## src/rtl/fetch_redirect_unit_if.sv

```systemverilog
// Fetch unit bus bundle: instruction-memory request/response port
// plus the valid/ready instruction handoff to decode.
interface fetch_redirect_unit_if;
  logic [31:0] imem_addr;
  logic [3:0]  imem_rmask;
  logic [31:0] imem_rdata;
  logic        imem_resp;
  logic        inst_valid;
  logic [31:0] inst;
  logic [31:0] inst_pc;
  logic        inst_ready;

  modport master (
    output imem_addr,
    output imem_rmask,
    input  imem_rdata,
    input  imem_resp,
    output inst_valid,
    output inst,
    output inst_pc,
    input  inst_ready
  );

  modport slave (
    input  imem_addr,
    input  imem_rmask,
    output imem_rdata,
    output imem_resp,
    input  inst_valid,
    input  inst,
    input  inst_pc,
    output inst_ready
  );
endinterface

```

## src/rtl/fetch_redirect_unit.sv

```systemverilog
// PC generator / fetch sequencer with redirect squash and output buffer.
// Optional FETCH_PERF_EN adds redirect and squashed-response counters.
module fetch_redirect_unit #(
  parameter logic [31:0] RESET_PC     = 32'h1eceb000,
  parameter int          MAX_INFLIGHT = 4
) (
  input  logic        clk,
  input  logic        rst,
  input  logic        pc_select,
  input  logic [31:0] pc_branch,
`ifdef FETCH_PERF_EN
  output logic [31:0] perf_redirects,
  output logic [31:0] perf_squashed,
`endif
  fetch_redirect_unit_if.master bus
);

  localparam int AW = $clog2(MAX_INFLIGHT);
  localparam int CW = AW + 1;
  localparam logic [CW:0] CREDIT = (CW+1)'(MAX_INFLIGHT);

  logic [31:0]   pc;
  logic [CW-1:0] inflight;
  logic [CW-1:0] squash;
  logic [CW-1:0] count;
  logic          first;

  logic [AW-1:0] tag_wr;
  logic [AW-1:0] tag_rd;
  logic [31:0]   tag_mem [MAX_INFLIGHT];

  logic [AW-1:0] buf_wr;
  logic [AW-1:0] buf_rd;
  logic [31:0]   buf_pc   [MAX_INFLIGHT];
  logic [31:0]   buf_inst [MAX_INFLIGHT];

  logic          credit_ok;
  logic          issue;
  logic          resp;
  logic          keep;
  logic          pop;
  logic          drop;
  logic [31:0]   target;

  always_comb begin
    credit_ok = ({1'b0, inflight} + {1'b0, count}) < CREDIT;
    issue     = rst & ~pc_select & credit_ok;
    // responses before the first post-reset cycle belong to abandoned requests
    resp      = rst & ~first & bus.imem_resp & (inflight != '0);
    keep      = resp & ~pc_select & (squash == '0);
    drop      = resp & ~keep;
    pop       = (count != '0) & bus.inst_ready & ~pc_select;
    target    = pc_branch & ~32'h3;
  end

  always_comb begin
    bus.imem_addr  = pc;
    bus.imem_rmask = {4{issue}};
    bus.inst_valid = (count != '0);
    bus.inst       = '0;
    bus.inst_pc    = '0;
    if (count != '0) begin
      bus.inst    = buf_inst[buf_rd];
      bus.inst_pc = buf_pc[buf_rd];
    end
  end

  always_ff @(posedge clk) begin
    if (!rst) begin
      pc       <= RESET_PC;
      inflight <= '0;
      squash   <= '0;
      count    <= '0;
      first    <= 1'b1;
      tag_wr   <= '0;
      tag_rd   <= '0;
      buf_wr   <= '0;
      buf_rd   <= '0;
    end else begin
      first <= 1'b0;

      if (pc_select)
        pc <= target;
      else if (issue)
        pc <= pc + 32'd4;

      if (issue) begin
        tag_mem[tag_wr] <= pc;
        tag_wr          <= tag_wr + AW'(1);
      end
      if (resp)
        tag_rd <= tag_rd + AW'(1);

      inflight <= inflight + CW'(issue) - CW'(resp);

      // every request still outstanding after a redirect is stale
      if (pc_select)
        squash <= inflight - CW'(resp);
      else if (resp && squash != '0)
        squash <= squash - CW'(1);

      if (pc_select) begin
        count  <= '0;
        buf_wr <= '0;
        buf_rd <= '0;
      end else begin
        if (keep) begin
          buf_pc[buf_wr]   <= tag_mem[tag_rd];
          buf_inst[buf_wr] <= bus.imem_rdata;
          buf_wr           <= buf_wr + AW'(1);
        end
        if (pop)
          buf_rd <= buf_rd + AW'(1);
        count <= count + CW'(keep) - CW'(pop);
      end
    end
  end

  always_ff @(posedge clk) begin
    if (rst && !first && bus.imem_resp)
      assert (inflight != '0);
  end

`ifdef FETCH_PERF_EN
  always_ff @(posedge clk) begin
    if (!rst) begin
      perf_redirects <= '0;
      perf_squashed  <= '0;
    end else begin
      perf_redirects <= perf_redirects + 32'(pc_select);
      perf_squashed  <= perf_squashed + 32'(drop)
                      + (pc_select ? 32'(count) : 32'd0);
    end
  end
`endif

endmodule

```

## src/flat_wrapper.sv

```systemverilog
// flat-port wrapper written by rule: the top's interface ports become plain ports
module fetch_redirect_unit_flat 
#(
  parameter logic [31:0] RESET_PC     = 32'h1eceb000,
  parameter int          MAX_INFLIGHT = 4
)
  (clk, rst, pc_select, pc_branch, bus_imem_addr, bus_imem_rmask, bus_imem_rdata, bus_imem_resp, bus_inst_valid, bus_inst, bus_inst_pc, bus_inst_ready);
  fetch_redirect_unit_if bus_i ();
  input  logic clk;
  input  logic rst;
  input  logic pc_select;
  input  logic [31:0] pc_branch;
  output wire logic [$bits(bus_i.imem_addr)-1:0] bus_imem_addr;
  output wire logic [$bits(bus_i.imem_rmask)-1:0] bus_imem_rmask;
  input wire logic [$bits(bus_i.imem_rdata)-1:0] bus_imem_rdata;
  input wire logic [$bits(bus_i.imem_resp)-1:0] bus_imem_resp;
  output wire logic [$bits(bus_i.inst_valid)-1:0] bus_inst_valid;
  output wire logic [$bits(bus_i.inst)-1:0] bus_inst;
  output wire logic [$bits(bus_i.inst_pc)-1:0] bus_inst_pc;
  input wire logic [$bits(bus_i.inst_ready)-1:0] bus_inst_ready;
  assign bus_imem_addr = bus_i.imem_addr;
  assign bus_imem_rmask = bus_i.imem_rmask;
  assign bus_i.imem_rdata = bus_imem_rdata;
  assign bus_i.imem_resp = bus_imem_resp;
  assign bus_inst_valid = bus_i.inst_valid;
  assign bus_inst = bus_i.inst;
  assign bus_inst_pc = bus_i.inst_pc;
  assign bus_i.inst_ready = bus_inst_ready;
  fetch_redirect_unit #(.RESET_PC(RESET_PC), .MAX_INFLIGHT(MAX_INFLIGHT)) u_core (.clk(clk), .rst(rst), .pc_select(pc_select), .pc_branch(pc_branch), .bus(bus_i));
endmodule
```

## config.mk

```make
export PLATFORM = sky130hd
export DESIGN_NAME = fetch_redirect_unit_flat
export DESIGN_NICKNAME = d
export VERILOG_FILES = /design/src/rtl/fetch_redirect_unit_if.sv /design/src/rtl/fetch_redirect_unit.sv /design/src/flat_wrapper.sv
export SDC_FILE = /design/constraint.sdc
export NUM_CORES = 1
export LEC_CHECK = 0
export CAP_MARGIN = 0
export CORE_ASPECT_RATIO = 0.75
export CORE_UTILIZATION = 30
export CTS_CLUSTER_DIAMETER = 50
export CTS_CLUSTER_SIZE = 28
export DETAILED_ROUTE_END_ITERATION = 10
export PLACE_DENSITY = 0.46
export SLEW_MARGIN = 20
export SYNTH_ARGS = -nofsm -noshare
export SYNTH_HDL_FRONTEND = slang
export SYNTH_SLANG_ARGS = --single-unit
```

## constraint.sdc

```tcl
create_clock -name clk -period 8.4 [get_ports clk]
set_clock_uncertainty 0.15 [all_clocks]
set_input_delay 1.26 -clock clk [delete_from_list [all_inputs] [get_ports clk]]
set_output_delay 1.26 -clock clk [all_outputs]
set_load 0.02 [all_outputs]
```

==> impl_metrics.json <==
{
  "whs_ns": 0.367,
  "core.rowCount": 74,
  "grt_pass1_wl_mm": 58.0,
  "drt_iter0_drc": 648,
  "crit_path_end": "bus_inst_pc[12]",
  "synthTopCellsByCount": "edfxtp_1, mux4_2, nor2b_1, dfxtp_1, nand2_1",
  "postRouteAntennaNets": 0,
  "first_pass_iters": 5,
  "ys_seq_area_share_pct": 73.0,
  "dp_slack_ns": 3.39,
  "r2r-end": "u_core.tag_mem[2][26]",
  "avgViaCountPerCell": 4.70,
  "fin_tns_setup_ns": 0,
  "io_buffer_count": 163,
  "syn_inst": 896,
  "p_total_w": 0.00456,
  "holdCritPathClass": "reg -> reg",
  "worst_slack_ns": 3.59,
  "drv_cap": 0,
  "reg2reg_depth": 7,
  "vias": 8545,
  "fillers": 5049,
  "synth-simple-area-share_pct": 7.00,
  "diodes": 0,
  "yosysTopAreaCellShare_pct": 66.7,
  "netlist_area_mm2": 0.0166,
  "overflow": 0,
  "hold_violations": 0,
  "r2r_slack_ns": 4.59,
  "fin_crit_ns": 4.81,
  "async_reset_ff_share_pct": 0,
  "initial_core_util_pct": 30.4,
  "path_clk_slew_ns": 0.07,
  "tritoncts": "built",
  "slew_viol_final": 0,
  "synth_top_family_by_area": "multiplexers",
  "gp_congestion": 0.740,
  "synthAdderAreaFrac_pct": 1.68,
  "avgRoutedWirePerCell_um": 21.1,
  "synth_cell_types": 53,
  "ys_ff_latch": 420,
  "fmax_mhz": 208,
  "fin_crit_sh_pct": 57.3,
  "setup_viol": 0,
  "htree_levels": 2,
  "dp_hpwl_mm": 23.5,
  "synth-compound-area-share_pct": 2.17,
  "dieArea_mm2": 0.0562,
  "netlist_top_cells_area": "edfxtp_1, mux4_2, dfxtp_1",
  "die_x_um": 273,
  "cts_resized": 0,
  "avgSynthCellArea_um2": 18.5,
  "rsz0062_at_grt": "no",
  "antenna_found_initial": 0,
  "power_density_mw_per_mm2": 224,
  "yosys_warnings": 0,
  "area_growth_pct": 23.0,
  "dieHeight_um": 205,
  "status": "finished clean",
  "endpoint_kind": "output port",
  "grt_pass1_vias": 8819,
  "nNetsFinal": 1158,
  "drt_wl_total_mm": 38.4,
  "core_area_mm2": 0.0544,
  "leakagePower_nw": 6.27,
  "synthMuxAreaShare_pct": 12.6,
  "cts_setup_buffers": 0,
  "crit_type": "reg -> out",
  "final_util_pct": 37.4,
  "cts_inserted_buffers": 38,
  "cts_buffer_depth": 3,
  "synth_area_leader_cell": "edfxtp_1",
  "critPathMaxFanout": 44,
  "required_ns": 6.99,
  "grt_max_degree": 63,
  "cp.arrival_ns": 3.40,
  "layout-drive-gt1-share_pct": 17.4,
  "insertion_delay_ns": 0.55,
  "relSlewSlack_pct": 27.1,
  "r2r-start": "u_core.inflight[2]",
  "ios": 170,
  "route.detailed.drc": 0,
  "track_usage_pct": 14.0,
  "cts_root_buffer": "clkbuf_16",
  "synth_edf_count": 368,
  "worst_pin_slew_ns": 1.09,
  "synth_ff_type": "edfxtp_1",
  "hold_buffers": 0,
  "synthXorXnorAreaFrac_pct": 1.69,
  "peakVddDrop_mv": 0.121,
  "cp-start-kind": "register",
  "cts.sinks": 420,
  "synth_most_common_cell": "edfxtp_1"
}
-- final cells by class --
class / instances / area (um^2) / share of cell area, %
well taps: 722 / 903 / 4.44
clock inverters: 25 / 299 / 1.47
multi-input cells: 408 / 4190 / 20.6
inverters: 20 / 75.1 / 0.369
clock buffers: 44 / 1040 / 5.09
flip-flops and latches: 420 / 12100 / 59.4
repair buffers: 180 / 1760 / 8.64
-- cells by family (layout without fill, tap and decap cells) --
kind of cell,count (synthesis),in the layout
DFF,420,420
and+or+nand+nor,204,204
muxes,93,93
buffers and inverters,71,269
AOI/OAI and AO/OA,54,54
xor gates and xnor gates,32,32
adders and majority gates,21,21
other,1,4
-- placed cells by master, fill, tap and decap left out, types with 3 or more instances in the layout --
cell / Yosys / layout
nor3_1: 13 / 12
buf_4: 8 / 17
clkbuf_16: 0 / 41
or3_1: 4 / 4
clkdlybuf4s50_1: 0 / 163
mux4_2: 92 / 92
nand4_1: 14 / 14
dfxtp_1: 52 / 49
a31oi_1: 3 / 3
nor4_1: 8 / 8
conb_1: 1 / 4
clkinv_1: 2 / 4
o211ai_1: 3 / 3
a211oi_1: 4 / 4
nor2_1: 28 / 28
inv_1: 18 / 18
xnor2_1: 19 / 19
nand2_1: 30 / 30
nor4_2: 4 / 4
inv_8: 0 / 5
a311oi_1: 3 / 3
clkinv_8: 0 / 6
ha_1: 19 / 19
xor2_1: 13 / 13
and3_1: 7 / 7
nand3_1: 12 / 12
nor2b_1: 64 / 64
and2_1: 10 / 6
edfxtp_1: 368 / 368
inv_6: 0 / 6
and2_4: 0 / 4
clkbuf_1: 29 / 3
a21oi_1: 11 / 11
o21ai_0: 15 / 15
-- critical path, stage by stage (launching register included) --
cell and delay [ns]:
dfxtp_4 0.63, buf_4 0.82, mux4_2 0.59, nor2b_1 0.14, clkdlybuf4s50_1 0.64
-- routing by layer --
| layer | part of all wire [%] | wire length [um] | vias to the layer above | track usage [%] |
|---|---|---|---|---|
| li1 | - | - | 3879 | - |
| met1 | 48 | 18500 | 4412 | 20.3 |
| met2 | 46 | 17500 | 203 | 21.6 |
| met3 | 4.6 | 1770 | 51 | 2.61 |
| met4 | 1.6 | 604 | 0 | 3.07 |
| met5 | 0 | 0 | - | 0 |
-- power by group --
part / internal, W / leakage, nW / switching, W / total (W)
registers: 0.00235 / 3.74 / 0.0000565 / 0.00240
logic: 0.000140 / 1.88 / 0.000180 / 0.000320
clock network: 0.000993 / 0.647 / 0.000849 / 0.00184
-- flip-flops by register name, indices dropped and copies added (netlist names), named ones only --
| register | count |
|---|---|
| u_core.inflight | 3 |
| u_core.count | 3 |
| u_core.bus.imem_addr | 30 |
| u_core.buf_inst | 128 |
| u_core.tag_wr | 2 |
| u_core.tag_mem | 120 |
| u_core.buf_rd | 2 |
| u_core.first | 1 |
| u_core.buf_wr | 2 |
| u_core.squash | 3 |
| u_core.tag_rd | 2 |
| u_core.buf_pc | 120 |
-- how the worst min path moves through the flow --
| stage | start | to | cells after the start |
|---|---|---|---|
| 4_1_cts | u_core.tag_wr[1] | u_core.tag_wr[1] | 2 |
| 2_1_floorplan | u_core.tag_wr[1] | u_core.tag_wr[1] | 2 |
| 3_3_place_gp | u_core.tag_wr[1] | u_core.tag_wr[1] | 2 |
| 6_report | u_core.tag_wr[1] | u_core.tag_wr[1] | 2 |
| 5_1_grt | u_core.tag_wr[1] | u_core.tag_wr[1] | 2 |
| 3_5_place_dp | u_core.tag_wr[1] | u_core.tag_wr[1] | 2 |
-- metrics by stage --
| stage | cell area [um^2] | instances |
|---|---|---|
| after floorplan | 16600 | 899 |
| after global placement | 19000 | 1750 |
| after detailed placement | 19000 | 1750 |
| after CTS | 20400 | 1819 |
| after global routing | 20400 | 1819 |
| final | 20400 | 1819 |
No activity file was read; power rests on OpenSTA's default activity.
